[src/rtl/jk_bank_writer.sv]
// Write-side controller for an external bank of JK flip-flops: drives the minimal
// excitation for one cycle, waits for the bank to settle, verifies q and retries on mismatch.
module jk_bank_writer #(
    parameter int WIDTH      = 8,
    parameter int USE_TOGGLE = 0,
    parameter int SETTLE_CYC = 1,
    parameter int MAX_RETRY  = 3
) (
    input  logic             clock,
    input  logic             reset,
    input  logic             req_valid,
    output logic             req_ready,
    input  logic [WIDTH-1:0] req_data,
    input  logic [WIDTH-1:0] q_fb,
    output logic [WIDTH-1:0] j,
    output logic [WIDTH-1:0] k,
    output logic             busy,
    output logic             done,
    output logic             err,
    output logic [2:0]       retry_cnt
);

    localparam logic [3:0] LP_SETTLE    = 4'(SETTLE_CYC);
    localparam logic [2:0] LP_MAX_RETRY = 3'(MAX_RETRY);

    typedef enum logic [1:0] {
        ST_IDLE,
        ST_DRIVE,
        ST_SETTLE,
        ST_CHECK
    } state_t;

    state_t           r_state, w_state_next;
    logic [WIDTH-1:0] r_j, r_k, r_target;
    logic [WIDTH-1:0] w_j_next, w_k_next, w_target_next;
    logic             r_ready, r_busy, r_done, r_err;
    logic             w_done_next, w_err_next;
    logic [2:0]       r_retry, w_retry_next;
    logic [3:0]       r_settle, w_settle_next;

    // Excitation is computed from the live q_fb: in IDLE against the incoming word,
    // in CHECK against the stored target (that is the q recapture for a retry).
    logic [WIDTH-1:0] w_exc_t, w_exc_j, w_exc_k;
    assign w_exc_t = (r_state == ST_IDLE) ? req_data : r_target;

    genvar gi;
    generate
        for (gi = 0; gi < WIDTH; gi++) begin : g_exc
            if (USE_TOGGLE != 0) begin : g_tog
                assign w_exc_j[gi] = q_fb[gi] ^ w_exc_t[gi];
                assign w_exc_k[gi] = q_fb[gi] ^ w_exc_t[gi];
            end else begin : g_sr
                assign w_exc_j[gi] = ~q_fb[gi] &  w_exc_t[gi];
                assign w_exc_k[gi] =  q_fb[gi] & ~w_exc_t[gi];
            end
        end
    endgenerate

    always_comb begin
        w_state_next  = r_state;
        w_j_next      = '0;
        w_k_next      = '0;
        w_target_next = r_target;
        w_retry_next  = r_retry;
        w_settle_next = r_settle;
        w_done_next   = 1'b0;
        w_err_next    = 1'b0;
        case (r_state)
            ST_IDLE: begin
                if (req_valid && r_ready) begin
                    w_state_next  = ST_DRIVE;
                    w_target_next = req_data;
                    w_retry_next  = 3'd0;
                    w_j_next      = w_exc_j;
                    w_k_next      = w_exc_k;
                end
            end
            ST_DRIVE: begin
                w_state_next  = ST_SETTLE;
                w_settle_next = LP_SETTLE;
            end
            ST_SETTLE: begin
                if (r_settle <= 4'd1) begin
                    w_state_next = ST_CHECK;
                end else begin
                    w_settle_next = r_settle - 4'd1;
                end
            end
            ST_CHECK: begin
                if (q_fb == r_target) begin
                    w_state_next = ST_IDLE;
                    w_done_next  = 1'b1;
                end else if (r_retry < LP_MAX_RETRY) begin
                    w_state_next = ST_DRIVE;
                    w_retry_next = r_retry + 3'd1;
                    w_j_next     = w_exc_j;
                    w_k_next     = w_exc_k;
                end else begin
                    w_state_next = ST_IDLE;
                    w_err_next   = 1'b1;
                end
            end
            default: w_state_next = ST_IDLE;
        endcase
    end

    // Async reset clears j/k at once so an abandoned request never keeps driving the bank.
    always_ff @(posedge clock or posedge reset) begin
        if (reset) begin
            r_state  <= ST_IDLE;
            r_j      <= '0;
            r_k      <= '0;
            r_target <= '0;
            r_ready  <= 1'b1;
            r_busy   <= 1'b0;
            r_done   <= 1'b0;
            r_err    <= 1'b0;
            r_retry  <= 3'd0;
            r_settle <= 4'd0;
        end else begin
            r_state  <= w_state_next;
            r_j      <= w_j_next;
            r_k      <= w_k_next;
            r_target <= w_target_next;
            r_ready  <= (w_state_next == ST_IDLE);
            r_busy   <= (w_state_next != ST_IDLE);
            r_done   <= w_done_next;
            r_err    <= w_err_next;
            r_retry  <= w_retry_next;
            r_settle <= w_settle_next;
        end
    end

    assign j         = r_j;
    assign k         = r_k;
    assign req_ready = r_ready;
    assign busy      = r_busy;
    assign done      = r_done;
    assign err       = r_err;
    assign retry_cnt = r_retry;

endmodule

[config.mk]
export PLATFORM = sky130hd
export DESIGN_NAME = jk_bank_writer
export DESIGN_NICKNAME = d
export VERILOG_FILES = /design/src/rtl/jk_bank_writer.sv
export SDC_FILE = /design/constraint.sdc
export NUM_CORES = 1
export LEC_CHECK = 0
export ABC_AREA = 1
export BUFFER_PORTS_ARGS = -buffer_cell sky130_fd_sc_hd__buf_2
export CORE_MARGIN = 5
export CORE_UTILIZATION = 45
export DETAILED_ROUTE_END_ITERATION = 8
export MAX_ROUTING_LAYER = met4
export PLACE_DENSITY = 0.66
export SLEW_MARGIN = 5
export SYNTH_ARGS = -nofsm -noshare
export SYNTH_HDL_FRONTEND = slang
export SYNTH_SLANG_ARGS = --single-unit
[constraint.sdc]
create_clock -name clock -period 1.75 [get_ports clock]
set_input_delay 0 -clock clock [delete_from_list [all_inputs] [get_ports clock]]
set_output_delay 0 -clock clock [all_outputs]
set_load 0.01 [all_outputs]
=== After elaboration in Yosys (flattened, before gate mapping) ===
Index checks and enable logic that the tools add are counted.

* Input port bits: 19
* Output and inout bits: 23
* Logic and storage cells: 88
* Flip-flop bits (word level): 37

* Mux-type cells: 25
* Equal/unequal tests: 8
* Add/sub/neg operators: 2
* $lt $le $gt $ge: 2
* Bitwise operators: 32
* Reductions and logical operators: 9

{| class="wikitable"
|+ Operator list
! kind !! number
|-
| $mux W8 || 7
|-
| $pmux W8 S2 || 2
|-
| $and A1 B1 Y1 || 16
|-
| $not A1 Y1 || 16
|-
| $mux W3 || 3
|-
| $eq A8 B8 Y1 || 1
|-
| $pmux W2 S4 || 1
|-
| $pmux W4 S2 || 1
|-
| $mux W1 || 7
|-
| $ne A2 B2 Y1 const B || 3
|-
| $pmux W3 S2 || 1
|-
| $reduce_bool A2 Y1 || 3
|-
| $eq A2 B2 Y1 const B || 2
|-
| $le A4 B1 Y1 const B || 1
|-
| $logic_not A2 Y1 || 2
|-
| $mux W2 || 2
|-
| $mux W4 || 1
|-
| $reduce_and A2 Y1 || 2
|-
| $reduce_and A4 Y1 || 1
|-
| $sub A4 B1 Y4 const B || 1
|-
| $add A3 B1 Y3 const B || 1
|-
| $lt A3 B2 Y1 const B || 1
|-
| $eq A2 B1 Y1 const B || 1
|-
| $ne A2 B1 Y1 const B || 1
|-
| $logic_and A1 B1 Y1 || 1
|}

=== Depth between registers and ports, before layout ===
* Depth after elaboration: 7
* Gate-level depth with buffers: 10
* Mapped depth without buffers: 10

=== Worst setup path after synthesis ===
Ideal clock, no wire load.

* Path kind: register -> register
* Start point: register r_state[0]
* End point: register r_retry[0] (netlist: retry_cnt[0])
* Required time: 1.633 ns
* Period minus slack after synthesis: 1.408 ns
* Arrival time: 1.291 ns
* Stages on the path, launching flop included: 11
* Path buffers: 1
* Setup time: 0.117 ns
* Setup slack: 0.342 ns
* Path through: dfrtp_1 -> inv_1 -> ha_1 -> buf_2 -> nand2_1 -> o21ai_0 -> nand2_1 -> inv_1 -> o21ai_2 -> nand2_1 -> nand2_1

* Longest elaborated chain between the ends: 3
* Elaborated cells on any way between the ends: 8
* Classes of those cells: eq/ne (4); mux (1); reduce/logical (3)

{| class="wikitable"
|+ Ends and longest elaborated chain
! item !! line !! source
|-
| start: declaration || 33 || <nowiki>state_t r_state, w_state_next;</nowiki>
|-
| start signal: assignment || 121 || <nowiki>r_state <= w_state_next;</nowiki>
|-
| $eq A2 B2 Y1 or $logic_not A2 Y1 (tied branches) || 68 || <nowiki>case (r_state)</nowiki>
|-
| $ne A2 B2 Y1 (no line), or another cell as far along || -- ||
|-
| $reduce_and A4 Y1 (no line) || -- ||
|-
| end signal: assignment || 129 || <nowiki>r_retry <= w_retry_next;</nowiki>
|-
| end: declaration || 38 || <nowiki>logic [2:0] r_retry, w_retry_next;</nowiki>
|}

Parallel ways exist; a longest one is shown, timed or not.
A chain may end at the register's enable or synchronous reset.

=== Worst setup path in the final report ===
* Start point: register r_state[1]
* End point: register r_retry[1] (netlist: retry_cnt[1])

Same word-level chain as after synthesis.

==> out/summary.md <==
### Outcome
* complete, no violations — outcome

### Route
* 4.64 — mean number of vias per cell
* 5 — TritonRoute pass-1 iters
* 1820 um — detailed route wirelength on metal2
* 3960 um — Final Routed Wirelength
* 1565 — vias after detailed routing
* met4 — top layer in use
* 61 — count of routing violations after the opening detailed-route iteration
* 0 — number of remaining DRC errors
* 1860 um — wire length on met1
* 11.7 um — detail-routed net length per standard cell
* 183 um — Routed met3 length
* 0 — number of nets with antenna violations after detailed routing

### Clocking
* 0.07 ns — clock transition at the register clock pins on the worst setup and hold paths after CTS
* clkbuf_8 — root buffer selected by CTS
* 37 — clk sinks
* built — CTS tree
* 0.29 ns — later-pin clock latency in the skew report
* 2 — number of levels the H-tree was split into
* 0 — post-CTS setup repair buffer count
* 5 — total clock buffers created by CTS
* 2 — clock buffer depth

### GRT
* 16.4% — global-route usage over all layers
* 0 — total global routing overflow
* 33 — pin count of the biggest net entering global routing
* 0 — number of antenna violations at the first check in global routing
* 1492 — number of global-route vias before repair
* 6730 um — wire length of the first global-routing pass

### Synthesis
* 0 — count of warnings emitted by yosys
* dfrtp_1 — Synth area leader
* dfrtp_1 47%, nand2_1 11%, ha_1 5.3% — synth top area cells
* 26 — count of different cell masters after synthesis
* 249 — Syn Nets
* 8.56 um^2 — Synth Area per Inst
* 222 — synthesized netlist cell count
* 1900 um^2 — combined area of all synthesized cells
* 47.4% — proportion of netlist area held by the largest area contributor
* 48.8% — share of synthesized area occupied by flip-flops and latches
* 37 — Seq cells post-synth

### Setup path
* register — Worst setup SP type
* 1.70 ns — arrival time at the worst endpoint
* register — Critical Path End Type
* dfrtp_1 — slowest cell on the critical path
* 1.93 ns — required time of the critical path
* 0.41 ns — longest individual stage delay on the worst path
* 10 — largest fanout on the critical path
* register to register — critical path class
* inv_1 > ha_1 > buf_4 > nand2_1 > o21ai_0 > nand2_1 > inv_1 > o21ai_2 > nand2_1 > nand2_1 — cells along the critical path
* nand2_1 — library cell appearing most often on the critical path

### Floorplanning
* 4060 um^2 — Core Region
* 75.0 um — die height
* 46.8% — initial core utilization
* 5620 um^2 — DIE AREA
* 42 — Top Ports
* 75.0 um — die outline width
* 23 — Rows

### Final layout
* 927 um^2 — sequential standard cell area
* 26.1% — fraction of final layout cells with drive strength greater than 1
* 313 — Final #Nets
* 0 — Antenna Cells
* 368 — number of inserted filler cells in the final layout
* 813 um^2 — multi-input logic area
* 2460 um^2 — final instance area
* 29.6% — layout overhead on the synthesized area

### Pwr
* 1.34 nW — LEAKAGE
* 1450 nW/um^2 — power density cells
* 0.685 mV — largest voltage drop on the vdd net

### Place
* 2820 um — detailed placement HPWL
* 41 — number of input and output port buffers inserted
* 0.782 — placer congestion estimate
* 2170 um^2 — Post-Place Cell Area

### STA
* 0 — final setup violation count
* 68.6% — Slew HR
* 0 — count of endpoints failing hold in the final timing report
* 0 — total count of max-transition violations in the final report
* 655 MHz — fmax
* 0 ns — total negative setup slack
* 0.00665 ns — Layout Skew
* 1.53 ns — time the worst path needs with I/O delays and setup
* false — setup repair after global routing missed its margin
* 0.471 ns — slew of the pin with the lowest slew margin
* 87.2% — share of the clock period used by the worst path after layout

### Worst hold path
* input pin to register — worst min-delay path class

### Job
* 0 — max-cap viol count

==> path summary, 6_finish.rpt <==
kind	cells past startpoint	from	end	slack (ns)
worst max-delay path	10	r_state[1]	retry_cnt[1]	0.22
worst min-delay path	4	req_valid	req_ready	0.04
worst max register to register	10	r_state[1]	retry_cnt[1]	0.22
worst min register to register	2	r_target[7]	r_target[7]	0.54
max in group asynchronous	4	reset	req_ready	0.87
min in group asynchronous	3	reset	k[6]	0.27
==> logic make-up (layout without fill, tap and decap cells) <==
logic type	count (synthesis)	count (layout)	synth area share, %
xor gates and xnor gates	6	6	2.77
adders and majority gates	8	8	5.27
DFF	37	37	48.8
and+or+nand+nor	93	93	21.1
AOI/OAI and AO/OA	42	42	13.6
buffers and inverters	36	101	8.37
==> what timing repair did <==
item / CTS / global route
setup endpoints to repair: 0 / 3
hold buffers: 17 / 0
resized for setup: 0 / 1
endpoints found under the hold margin: 29 / 0
==> per-layer routing <==
layer | GRT usage, % | vias to the layer above
met5 | - | -
met4 | 7.91 | 0
met3 | 2.94 | 8
met2 | 25.1 | 44
met1 | 20.9 | 686
li1 | - | 827
==> critical path, delay by kind of cell, from the launching register on <==
| family | cells | cell delay (ns) |
|---|---|---|
| AO/OA/AOI/OAI | 2 | 0.18 |
| buffers and inverters | 3 | 0.38 |
| flip-flops | 1 | 0.41 |
| AND/OR/NAND/NOR | 4 | 0.28 |
| adder cells (fa/ha/maj) | 1 | 0.18 |
==> where the power goes <==
group,internal (mW),leakage [nW],switching [mW]
Sequential,1.09,0.475,0.134
Clock,0.465,0.0585,0.294
Combinational,0.592,0.803,1.01
==> Yosys cell counts <==
master and number:
inv_2 2, xor2_1 3, nor2_2 2, nand3b_1 3
nand4_1 3, o21ai_1 1, dfrtp_1 36, o22ai_1 1
buf_12 1, inv_1 26, a21o_1 1, nor3_1 1
a21oi_2 11, clkinv_1 1, a21oi_1 13, dfstp_2 1
nand2_1 55, buf_2 6, nand2_2 1, nand2_4 2
xnor2_1 3, nand3_1 8, o21ai_0 14, ha_1 8
o21ai_2 1, nor2_1 18
==> cell usage in the layout (no fill, tap or decap), types with 2 or more instances in the layout <==
| cell type | Yosys | final |
|---|---|---|
| a21oi_1 | 13 | 13 |
| a21oi_2 | 11 | 11 |
| buf_2 | 6 | 41 |
| buf_4 | 0 | 5 |
| clkbuf_8 | 0 | 6 |
| dfrtp_1 | 36 | 36 |
| dlygate4sd3_1 | 0 | 17 |
| ha_1 | 8 | 8 |
| inv_1 | 26 | 25 |
| inv_2 | 2 | 3 |
| nand2_1 | 55 | 55 |
| nand2_4 | 2 | 2 |
| nand3_1 | 8 | 8 |
| nand3b_1 | 3 | 3 |
| nand4_1 | 3 | 3 |
| nor2_1 | 18 | 18 |
| nor2_2 | 2 | 2 |
| o21ai_0 | 14 | 14 |
| xnor2_1 | 3 | 3 |
| xor2_1 | 3 | 3 |
==> metrics by stage <==
stage | worst slack (ns) | cells | hold slack [ns] | total power [mW] | util, %
after floorplan | 0.342 | 222 | 0.117 | 2.42 | -
after global placement | 0.251 | 312 | 0.0294 | 2.80 | 53.6
after detailed placement | 0.184 | 312 | 0.0347 | 2.82 | 53.6
after CTS | 0.169 | 337 | 0.0501 | 3.63 | 60.7
after global routing | 0.0218 | 337 | 0.0833 | 3.91 | 60.7
final | 0.223 | 337 | 0.0398 | 3.58 | 60.7
==> layout make-up <==
| class | instances | share of cell area (%) |
|---|---|---|
| timing repair buffer | 64 | 17.6 |
| tap | 50 | 2.54 |
| multi-input combinational | 149 | 33.0 |
| inverter | 29 | 4.42 |
| clock buffer | 7 | 3.51 |
| clock inverter | 1 | 1.22 |
| sequential | 37 | 37.7 |
==> flip-flops by register name (all words and copies together), names as in the netlist <==
register / count
busy: 1
done: 1
err: 1
j: 8
k: 8
r_settle: 4
r_state: 2
r_target: 8
req_ready: 1
retry_cnt: 3
(Power assumes the default switching activity.)
